==> src/rtl/serial_word_tx.sv <==
// -----------------------------------------------------------------------------
// serial_word_tx
//
// Transmit end of the serial link. Captures an n-bit word from the game-state
// registers and shifts it out on a single wire as:
//
//   start bit (0) | n data bits, LSB first | stop bit (1)
//
// Each bit is held on tx for CLKS_PER_BIT clock cycles, so a frame lasts
// (n+2)*CLKS_PER_BIT cycles. The line idles high.
//
// Parameters
//   n             data word width in bits (>= 1)
//   CLKS_PER_BIT  clock cycles per bit on tx (>= 1)
//
// Ports
//   clk    in   system clock, all state changes on the rising edge
//   reset  in   synchronous, active-high reset (wins over load and any frame)
//   in     in   word to send, sampled only on the accept edge
//   load   in   send request, accepted on an edge where load && ready
//   ready  out  high only while idle; a word can be accepted
//   tx     out  serial line
//   busy   out  high from the cycle after accept until the frame ends (!ready)
//   done   out  one-cycle pulse in the last cycle of the stop bit
//
// Every output is a flop. The output flops are loaded from the *next* state
// so that they change on the same edge as the state register, rather than
// lagging it by a cycle.
// -----------------------------------------------------------------------------
module serial_word_tx #(
  parameter int n            = 8,
  parameter int CLKS_PER_BIT = 4
) (
  input  logic         clk,
  input  logic         reset,
  input  logic [n-1:0] in,
  input  logic         load,
  output logic         ready,
  output logic         tx,
  output logic         busy,
  output logic         done
);

  // Counter widths. Both are forced to at least one bit so that the
  // degenerate cases (n == 1, CLKS_PER_BIT == 1) still elaborate.
  localparam int BW = (n > 1) ? $clog2(n) : 1;
  localparam int CW = (CLKS_PER_BIT > 1) ? $clog2(CLKS_PER_BIT) : 1;

  // Terminal counts. The bit index never counts past n-1, so BW = clog2(n)
  // is sufficient even when n is a power of two.
  localparam logic [CW-1:0] BAUD_LAST = CW'(CLKS_PER_BIT - 1);
  localparam logic [BW-1:0] BIT_LAST  = BW'(n - 1);

  typedef enum logic [1:0] {
    IDLE  = 2'd0,
    START = 2'd1,
    DATA  = 2'd2,
    STOP  = 2'd3
  } state_e;

  state_e         state_q, state_d;
  logic [n-1:0]   shift_q, shift_d;
  logic [BW-1:0]  bit_q,   bit_d;
  logic [CW-1:0]  baud_q,  baud_d;
  logic           tx_q,    tx_d;
  logic           ready_q, ready_d;
  logic           busy_q,  busy_d;
  logic           done_q,  done_d;

  // High on the final cycle of the current bit period.
  logic baud_wrap;
  assign baud_wrap = (baud_q == BAUD_LAST);

  // ---------------------------------------------------------------------------
  // State register and output flops
  // ---------------------------------------------------------------------------
  always_ff @(posedge clk) begin
    if (reset) begin
      state_q <= IDLE;
      shift_q <= '0;
      bit_q   <= '0;
      baud_q  <= '0;
      tx_q    <= 1'b1;
      ready_q <= 1'b1;
      busy_q  <= 1'b0;
      done_q  <= 1'b0;
    end else begin
      state_q <= state_d;
      shift_q <= shift_d;
      bit_q   <= bit_d;
      baud_q  <= baud_d;
      tx_q    <= tx_d;
      ready_q <= ready_d;
      busy_q  <= busy_d;
      done_q  <= done_d;
    end
  end

  // ---------------------------------------------------------------------------
  // Next-state logic
  // ---------------------------------------------------------------------------
  always_comb begin
    state_d = state_q;
    shift_d = shift_q;
    bit_d   = bit_q;
    baud_d  = baud_q;

    unique case (state_q)
      IDLE: begin
        // ready_q is high exactly when in IDLE; it is used here so that the
        // accept condition matches what the producer observes on the port.
        if (load && ready_q) begin
          shift_d = in;
          baud_d  = '0;
          bit_d   = '0;
          state_d = START;
        end
      end

      START: begin
        if (baud_wrap) begin
          baud_d  = '0;
          bit_d   = '0;
          state_d = DATA;
        end else begin
          baud_d = baud_q + CW'(1);
        end
      end

      DATA: begin
        if (baud_wrap) begin
          baud_d  = '0;
          // The bit on the wire is always shift[0]; consume it at the
          // bit boundary.
          shift_d = shift_q >> 1;
          if (bit_q == BIT_LAST) begin
            bit_d   = '0;
            state_d = STOP;
          end else begin
            bit_d = bit_q + BW'(1);
          end
        end else begin
          baud_d = baud_q + CW'(1);
        end
      end

      STOP: begin
        if (baud_wrap) begin
          baud_d  = '0;
          state_d = IDLE;
        end else begin
          baud_d = baud_q + CW'(1);
        end
      end

      default: begin
        state_d = IDLE;
        baud_d  = '0;
        bit_d   = '0;
      end
    endcase
  end

  // ---------------------------------------------------------------------------
  // Output decode from the next state, captured into the output flops.
  // ---------------------------------------------------------------------------
  always_comb begin
    tx_d    = 1'b1;
    done_d  = 1'b0;
    ready_d = 1'b0;
    busy_d  = 1'b1;

    unique case (state_d)
      IDLE: begin
        tx_d    = 1'b1;
        ready_d = 1'b1;
        busy_d  = 1'b0;
      end
      START: begin
        tx_d = 1'b0;
      end
      DATA: begin
        tx_d = shift_d[0];
      end
      STOP: begin
        tx_d   = 1'b1;
        // Last cycle of the stop bit. With CLKS_PER_BIT == 1 this is the
        // first and only stop cycle.
        done_d = (baud_d == BAUD_LAST);
      end
      default: begin
        tx_d    = 1'b1;
        ready_d = 1'b1;
        busy_d  = 1'b0;
      end
    endcase
  end

  assign tx    = tx_q;
  assign ready = ready_q;
  assign busy  = busy_q;
  assign done  = done_q;

endmodule

==> config.mk <==
export PLATFORM = sky130hd
export DESIGN_NAME = serial_word_tx
export DESIGN_NICKNAME = d
export VERILOG_FILES = /design/src/rtl/serial_word_tx.sv
export SDC_FILE = /design/constraint.sdc
export NUM_CORES = 1
export LEC_CHECK = 0
export CAP_MARGIN = 30
export CORE_AREA = 2 2 47 49
export DETAILED_ROUTE_END_ITERATION = 10
export DIE_AREA = 0 0 49 51
export GPL_ROUTABILITY_DRIVEN = 0
export PLACE_DENSITY = 0.73
export SYNTH_ARGS = -nofsm -noshare
export SYNTH_HDL_FRONTEND = slang
export SYNTH_SLANG_ARGS = --single-unit
==> constraint.sdc <==
create_clock -name clk -period 2.2 [get_ports clk]
set_clock_uncertainty 0.05 [all_clocks]
set_input_delay 0.44 -clock clk [delete_from_list [all_inputs] [get_ports clk]]
set_output_delay 0.44 -clock clk [all_outputs]
set_load 0.02 [all_outputs]
=== Word level (Yosys, flattened, before mapping) ===
Cells that the tools add are included.

* Bits in registers: 19
* Input bits: 11
* Output and inout bits: 4
* Word-level logic and storage cells: 54

* $add $sub $neg: 2
* Eq/ne operators: 12
* Mux-type cells: 20
* Bitwise logic cells: 1
* Reductions and logical operators: 10

{| class="wikitable"
|+ Operator list
! cell !! count
|-
| two-way mux 8 bit || 2
|-
| case mux 8 bit (2 select lines) || 1
|-
| two-way mux 2 bit || 7
|-
| == test 2 bit, second input constant || 6
|-
| two-way mux 3 bit || 4
|-
| case mux 3 bit (3 select lines) || 1
|-
| case mux 2 bit (4 select lines) || 1
|-
| inequality test 2 bit, second input constant || 3
|-
| == test 2 x 1 -> 1 bit, second input constant || 2
|-
| zero test 2 bit || 2
|-
| case mux 2 bit (2 select lines) || 1
|-
| AND reduction 4 bit || 1
|-
| OR reduction 2 bit || 2
|-
| adder 3 x 1 -> 3 bit, second input constant || 1
|-
| == test 3 bit, second input constant || 1
|-
| case mux 1 bit (3 select lines) || 1
|-
| AND reduction 3 bit || 1
|-
| nonzero test 3 bit || 1
|-
| OR reduction 3 bit || 1
|-
| adder 2 x 1 -> 2 bit, second input constant || 1
|-
| two-way mux 1 bit || 2
|-
| nonzero test 2 bit || 1
|-
| logical AND 1 bit || 1
|-
| NOT 1 bit || 1
|}

=== Longest topological paths before layout ===
* Word-level depth: 7
* Gate-level depth with buffers: 9

=== Worst setup path after synthesis ===
OpenSTA, ideal clock, no wires.

* Kind: register to register
* Start point: register bit_q[0]
* End point: register tx_q, in the netlist tx
* Arrival time: 1.840 ns
* Required time: 2.025 ns
* Setup slack: 0.185 ns
* Stages on the path, launching flop included: 9
* Path buffers: 0
* Period minus slack after synthesis: 2.015 ns
* Cell sequence: dfxtp_1 -> ha_1 -> ha_1 -> and3_1 -> o31ai_2 -> ha_1 -> and2b_1 -> a311oi_2 -> o21ai_1

* Word-level cells in the longest chain between the ends: 7

{| class="wikitable"
|+ Ends and longest elaborated chain
! element !! RTL line !! text
|-
| start, declared || 63 || <nowiki>logic [BW-1:0] bit_q, bit_d;</nowiki>
|-
| start signal, assigned || 90 || <nowiki>bit_q <= bit_d;</nowiki>
|-
| == test 3 bit * || 136 || <nowiki>if (bit_q == BIT_LAST) begin</nowiki>
|-
| two-way mux 2 bit * || 136 ||
|-
| two-way mux 2 bit * || 131 || <nowiki>if (baud_wrap) begin</nowiki>
|-
| case mux 2 bit (4 select lines) * || 108 || <nowiki>unique case (state_q)</nowiki>
|-
| == test 2 bit or zero test 2 bit (tied branches) || 173 || <nowiki>unique case (state_d)</nowiki>
|-
| OR reduction 2 bit (no line) || n/a ||
|-
| case mux 1 bit (3 select lines) * || 173 ||
|-
| end signal, assigned || 92 || <nowiki>tx_q <= tx_d;</nowiki>
|-
| end, declared || 65 || <nowiki>logic tx_q, tx_d;</nowiki>
|}

Mark *: on every way between the ends. The rest lies on a longest branch, timed or not.
A chain may end at the register's enable or synchronous reset.

=== Final worst setup path ===
Ends and elaborated chain as after synthesis.

==> results by group <==
Pwr
  • Max VDD drop: 0.0002631 V
  • LEAKAGE: 0.0004791 uW
  • Power Density: 585.8 nW/um2
  • Overall Power: 680.2 uW

STA
  • Final Hold Vio Count: 0
  • Headroom to the max-slew limit: 0.6930
  • RSZ-0062 raised after global routing: no
  • Max Slew Vio Count: 0
  • F_max: 480.1 MHz
  • Final worst setup slack: between 100 and 150 ps
  • Crit path time final: between 2000 and 2500 ps
  • Worst slew pin tran: 459.2 ps
  • Period utilisation layout: 0.9467
  • Count of final setup violators: 0

Die
  • Die height: just over 50 um
  • CORE AREA: 2063 um2
  • Die area: between 2000 and 2500 um2
  • Starting Density: 0.4663
  • Std-Cell Rows: 17
  • Die extent in x: 49 um
  • Top Ports: 15

Critical path
  • Worst Setup Path Type: flop to flop
  • Crit path largest cell delay: 340 ps
  • Worst R2R Setup Slack: roughly 120 ps
  • Crit path max-delay cell type: dfxtp_1
  • CP Cell Sequence: ha_1 -> ha_1 -> and3_1 -> o31ai_4 -> ha_1 -> and2b_1 -> a311oi_2 -> o21ai_1
  • Crit start category: flop
  • Worst R2R Start: bit_q[0]$_SDFFE_PP0P_
  • Critical path required time: 2340 ps
  • CP dominant cell by count: ha_1
  • Reg2Reg Capture Point: tx$_SDFF_PP1_
  • Crit end category: flop
  • CP arrival: between 2000 and 2500 ps
  • Critical-path maximum fanout: 3
  • Worst Reg2Reg Path Length in Cells: 8

Clocking
  • CTS root buf: clkbuf_4
  • Worst-case clock buffer depth: 2
  • Num CTS Buffers: 3
  • CTS tree: built
  • Clk Latency, worst-skew pair: approximately 300 ps
  • Worst-path clk slew: between 100 and 150 ps
  • Htree depth: 1
  • Sink Count: 19
  • Post-CTS Hold Fix Bufs: 0

Finish
  • Ant. Diodes: 0
  • Final Non-Filler Cells: 138
  • Final #Nets: around 130
  • Layout cells sized above 1: 0.1909
  • Fillers: around 200
  • Final instance area: ~1200 um2
  • P&R area growth vs syn: 20.68%
  • Final core occ: 0.5628
  • FF/Latch Area: 380.4 um2
  • Area occupied by multi-input gates: approximately 520 um2

Synthesis
  • Post-synthesis cell type count: 32
  • Synth area leader: dfxtp_1
  • Most common library cells after synthesis: 19 x dfxtp_1, 8 x a21oi_1, 8 x nand3_1
  • Avg Synthesized Cell Area: 10.35 um2
  • Yosys reg bits: 19
  • Top-count cell post-synth: dfxtp_1
  • Cells after synthesis: 93
  • Top cells by area, synth: dfxtp_1 40%, ha_1 9.1%, buf_6 5.9%, a22oi_1 5.5%, a21oi_1 4.2%
  • Syn Nets: 111
  • Mapped Area: 962.2 um2
  • Async set-reset flop share out of synthesis: 0
  • Post-synth EDFFs: 0
  • Top cell type's share of synthesized area: 0.3953
  • Most used DFF post-synth: dfxtp_1
  • Sequential area share after synthesis: 0.3953
  • Synth warnings: 0

Run status
  • Status: complete, no violations

Global route
  • Antenna violations before repair: 0
  • First-pass GRT wire length: 3.139 mm
  • Vias in the first global route: 745
  • Largest net degree at the start of global routing: 12
  • All-Layer GR Usage: 0.1661
  • GR Overflow Total: 0

Min path
  • Hold Path Class: flop to flop
  • Hold Crit Start: shift_q[6]$_SDFFE_PP0P_
  • Hold Path Depth: 2
  • Min-Delay Endpoint: shift_q[6]$_SDFFE_PP0P_

Routing
  • Drt wl/cell: 13.13 um
  • Antenna-violating nets left: 0
  • DRC: 0
  • Routed WL: 1.812 mm
  • Pre-antenna DRT Iters: 4
  • Vias: 751
  • Via/cell ratio: 5.442
  • Iteration-0 DRC Markers: 13

Place
  • Placement Cell Area: 1115 um2
  • Worst slack, placed: -78.39 ps
  • Placed Instances: 134
  • Quantity of I/O buffers inserted on ports: 14
  • Hpwl dp: roughly 1.4 mm

Job
  • Max-capacitance violation count: 0
final cells by class:
class	count	area share
clock buffer	3	0.01940
clock inverter	1	0.004310
inverter	3	0.009698
multi-input combinational	64	0.4494
sequential	19	0.3276
tap	28	0.03017
timing repair buffer	20	0.1595
worst max-delay path: cells and delay by family (launching register included):
kind / cells / cell delay [ps]
adders and majority gates: 3 / 670
AOI/OAI and AO/OA: 3 / 530
DFF: 1 / 340
and+or+nand+nor: 2 / 380
flip-flops by register name, summed over array words and instances (netlist names):
register,count
ready,1
busy,1
tx,1
shift_q,8
state_q,2
baud_q,2
bit_q,3
done,1
cell usage in the layout, fill, tap and decap left out, types with 2 or more instances in the layout:
master | netlist | layout
dfxtp_1 | 19 | 19
clkdlybuf4s50_1 | 0 | 14
nand3_1 | 8 | 8
a21oi_1 | 8 | 8
a22oi_1 | 7 | 7
nor2_1 | 7 | 7
ha_1 | 7 | 7
buf_4 | 1 | 6
and3b_1 | 3 | 3
inv_1 | 3 | 3
clkbuf_4 | 0 | 3
nand3b_1 | 2 | 2
a32o_1 | 2 | 2
cell families (layout without fill, tap and decap cells):
logic type                 Yosys count  in the layout  share of synthesized area
AOI/OAI and AO/OA                   25             25                     0.2159
adders and majority gates            7              7                    0.09102
buffers and inverters               10             27                    0.08192
and+or+nand+nor                     31             31                     0.2068
DFF                                 19             19                     0.3953
xor gates and xnor gates             1              1                   0.009104
power by group:
group / switching (uW) / total [uW] / internal (uW) / leakage, uW
combinational: 59.1 / 127 / 68.1 / 0.000306
sequential: 11.5 / 374 / 363 / 0.000156
clock: 111 / 179 / 67.9 / 0.0000177
total: 182 / 680 / 499 / 0.000479
worst max-delay path by stage:
| stage | start | end | slack (ps) | depth (start not counted) |
|---|---|---|---|---|
| floorplan | bit_q[0]$_SDFFE_PP0P_ | tx$_SDFF_PP1_ | 190 | 8 |
| global placement | load | tx$_SDFF_PP1_ | -40 | 7 |
| detailed placement | load | tx$_SDFF_PP1_ | -80 | 7 |
| CTS | bit_q[0]$_SDFFE_PP0P_ | tx$_SDFF_PP1_ | 60 | 8 |
| global route | baud_q[0]$_SDFF_PP0_ | tx$_SDFF_PP1_ | 20 | 8 |
| finish | bit_q[0]$_SDFFE_PP0P_ | tx$_SDFF_PP1_ | 120 | 8 |
routing by layer:
layer | global-route usage | up-vias | wire length, um
li1 | - | 374 | -
met1 | 0.1872 | 356 | 760
met2 | 0.2945 | 17 | 935
met3 | 0.03801 | 4 | 83
met4 | 0.08571 | 0 | 31
met5 | 0 | - | 0
metrics by stage:
stage | setup TNS (ps) | hold WS [ps]
floorplan | 0 | 388.2
global route | 0 | 444.0
detailed placement | -78.39 | 411.4
CTS | 0 | 427.3
finish | 0 | 426.2
global placement | -41.46 | 404.7
repair_timing:
action                                  4_1_cts  5_1_grt
setup buffers                                 0        0
gates resized for setup                       0        3
endpoints found under the setup margin        0        1
endpoints found under the hold margin         0        0
(Power assumes the default switching activity.)
==> variant, RTL diff (config.mk and constraints unchanged) <==
Re-encode `state_e` (4 states) as one-hot, 4 bits wide.
--- a/src/rtl/serial_word_tx.sv
+++ b/src/rtl/serial_word_tx.sv
@@ -52,9 +52,9 @@
   localparam logic [BW-1:0] BIT_LAST  = BW'(n - 1);
 
-  typedef enum logic [1:0] {
-    IDLE  = 2'd0,
-    START = 2'd1,
-    DATA  = 2'd2,
-    STOP  = 2'd3
+  typedef enum logic [3:0] {
+    IDLE  = 4'b0001,
+    START = 4'b0010,
+    DATA  = 4'b0100,
+    STOP  = 4'b1000
   } state_e;
 
Check against the original RTL: no difference found for any inputs over 10 cycles, from zero or initial values and one cycle with reset high; not proved beyond that.
==> variant against the original RTL <==
  * Hold slack better by 0.0034 ns
  * Clock power barely moved
  * Cell area increased by 2.2%
  * Worst setup slack gained 0.23 ns
  * Critical endpoint is now bit_q[1]
  * Critical path type unchanged
  * Die area unchanged
  * Cell count is 4.3% higher
  * Sequential cell count increased by 2
  * Synthesized area is 5.9% higher
  * Non-clock buffer count is 3 lower
  * Routed wire length is 15% higher
  * Fmax grew 12%
  * Sequential power grew 18%
  * Synthesized cell count up 9.7%
  * Highest routed layer unchanged
  * Power rose by 22%
==> variant: results (changes against the original RTL) <==
DR WL met2: 1.06 mm (+13%)
CP max FO: 12 (+9)
Synth top area share: 41.3% (+1.7 points)
initial DRC count: 38 (+25)
slowest CP cell: or4b_4
drt total wl: 2.09 mm (+15%)
sequential share of the synthesized area: 41.3% (+1.7 points)
status: finished, final reports clean
Slew HR: 74.8% (+5.5 points)
Cell Int Power: 0.000586 W (+18%)
total leakage power: 0.479 nW (about the same)
first-pass GRT wire length: 3.55 mm (+13%)
gr usage total: 18.3% (+1.7 points)
via count of the first global-routing pass: 807 (+8.3%)
synth unique cells: 40 (+25%)
postcts setup bufs: 0 (unchanged)
synth top area cells: dfxtp_1 (41%), a222oi_1 (5.9%), ha_1 (3.7%), nor2_1 (3.7%), nand2_1 (3.3%)
Vias/cell: 5.63 (+3.4%)
Largest regs: shift_q: 8 flops, state_q: 4 flops, bit_q: 3 flops
largest net degree at the start of global routing: 13 (+1)
clock share of power: 21.6% (-4.7 points)
synthesized net count: 116 (+4.5%)
Worst VDD drop: 0.342 mV (+30%)
Commonest cells post-synth: dfxtp_1 (21), nor2_1 (10), nand2_1 (9)
Largest stage delay, worst path: 0.58 ns (+0.24 ns)
Total Nets Final: 131 (+1.6%)
-- variant: final timing paths --
kind | startpoint | endpoint | slack (ns) | cells after the start
hold / removal | bit_q[2] | bit_q[2] | 0.43 | 2
hold reg to reg | bit_q[2] | bit_q[2] | 0.43 | 2
setup / recovery | state_q[0] | bit_q[1] | 0.35 | 4
setup reg to reg | state_q[0] | bit_q[1] | 0.35 | 4
-- variant: layout make-up --
cell class	instances	area share, %
Clock buffer	4	2.22
Multi-Input combinational cell	73	45.4
Sequential cell	21	35.4
Tap cell	28	2.95
Inverter	1	0.316
Timing Repair Buffer	17	13.7
-- variant: metrics by stage --
stage                     power (W)  hold WS [ns]  std cells  cell area (um^2)  setup WS (ns)
after floorplan            0.000598         0.392        102              1020          0.531
final                      0.000828         0.430        144              1190          0.347
after global placement     0.000652         0.400        140              1160          0.215
after global routing       0.000880         0.481        144              1190          0.294
after detailed placement   0.000659         0.417        140              1160          0.208
after CTS                  0.000839         0.433        144              1190          0.335
-- variant: layer usage --
metal,vias up,GRT usage (%)
li1,410,-
met1,375,22.5
met2,23,30.8
met3,2,4.09
met4,0,8.57
met5,-,0
-- variant: critical path: cells and delay by family (launching register included) --
family / cells / cell delay, ns
and+or+nand+nor: 1 / 0.58
DFF: 1 / 0.55
AOI/OAI and AO/OA: 2 / 0.36
muxes: 1 / 0.22
-- variant: cell families after synthesis --
group                      share of synthesized area (%)
AOI/OAI and AO/OA                                   19.4
xor gates and xnor gates                            1.72
adders and majority gates                           3.69
buffers and inverters                               5.90
DFF                                                 41.3
muxes                                               2.95
and+or+nand+nor                                     25.1
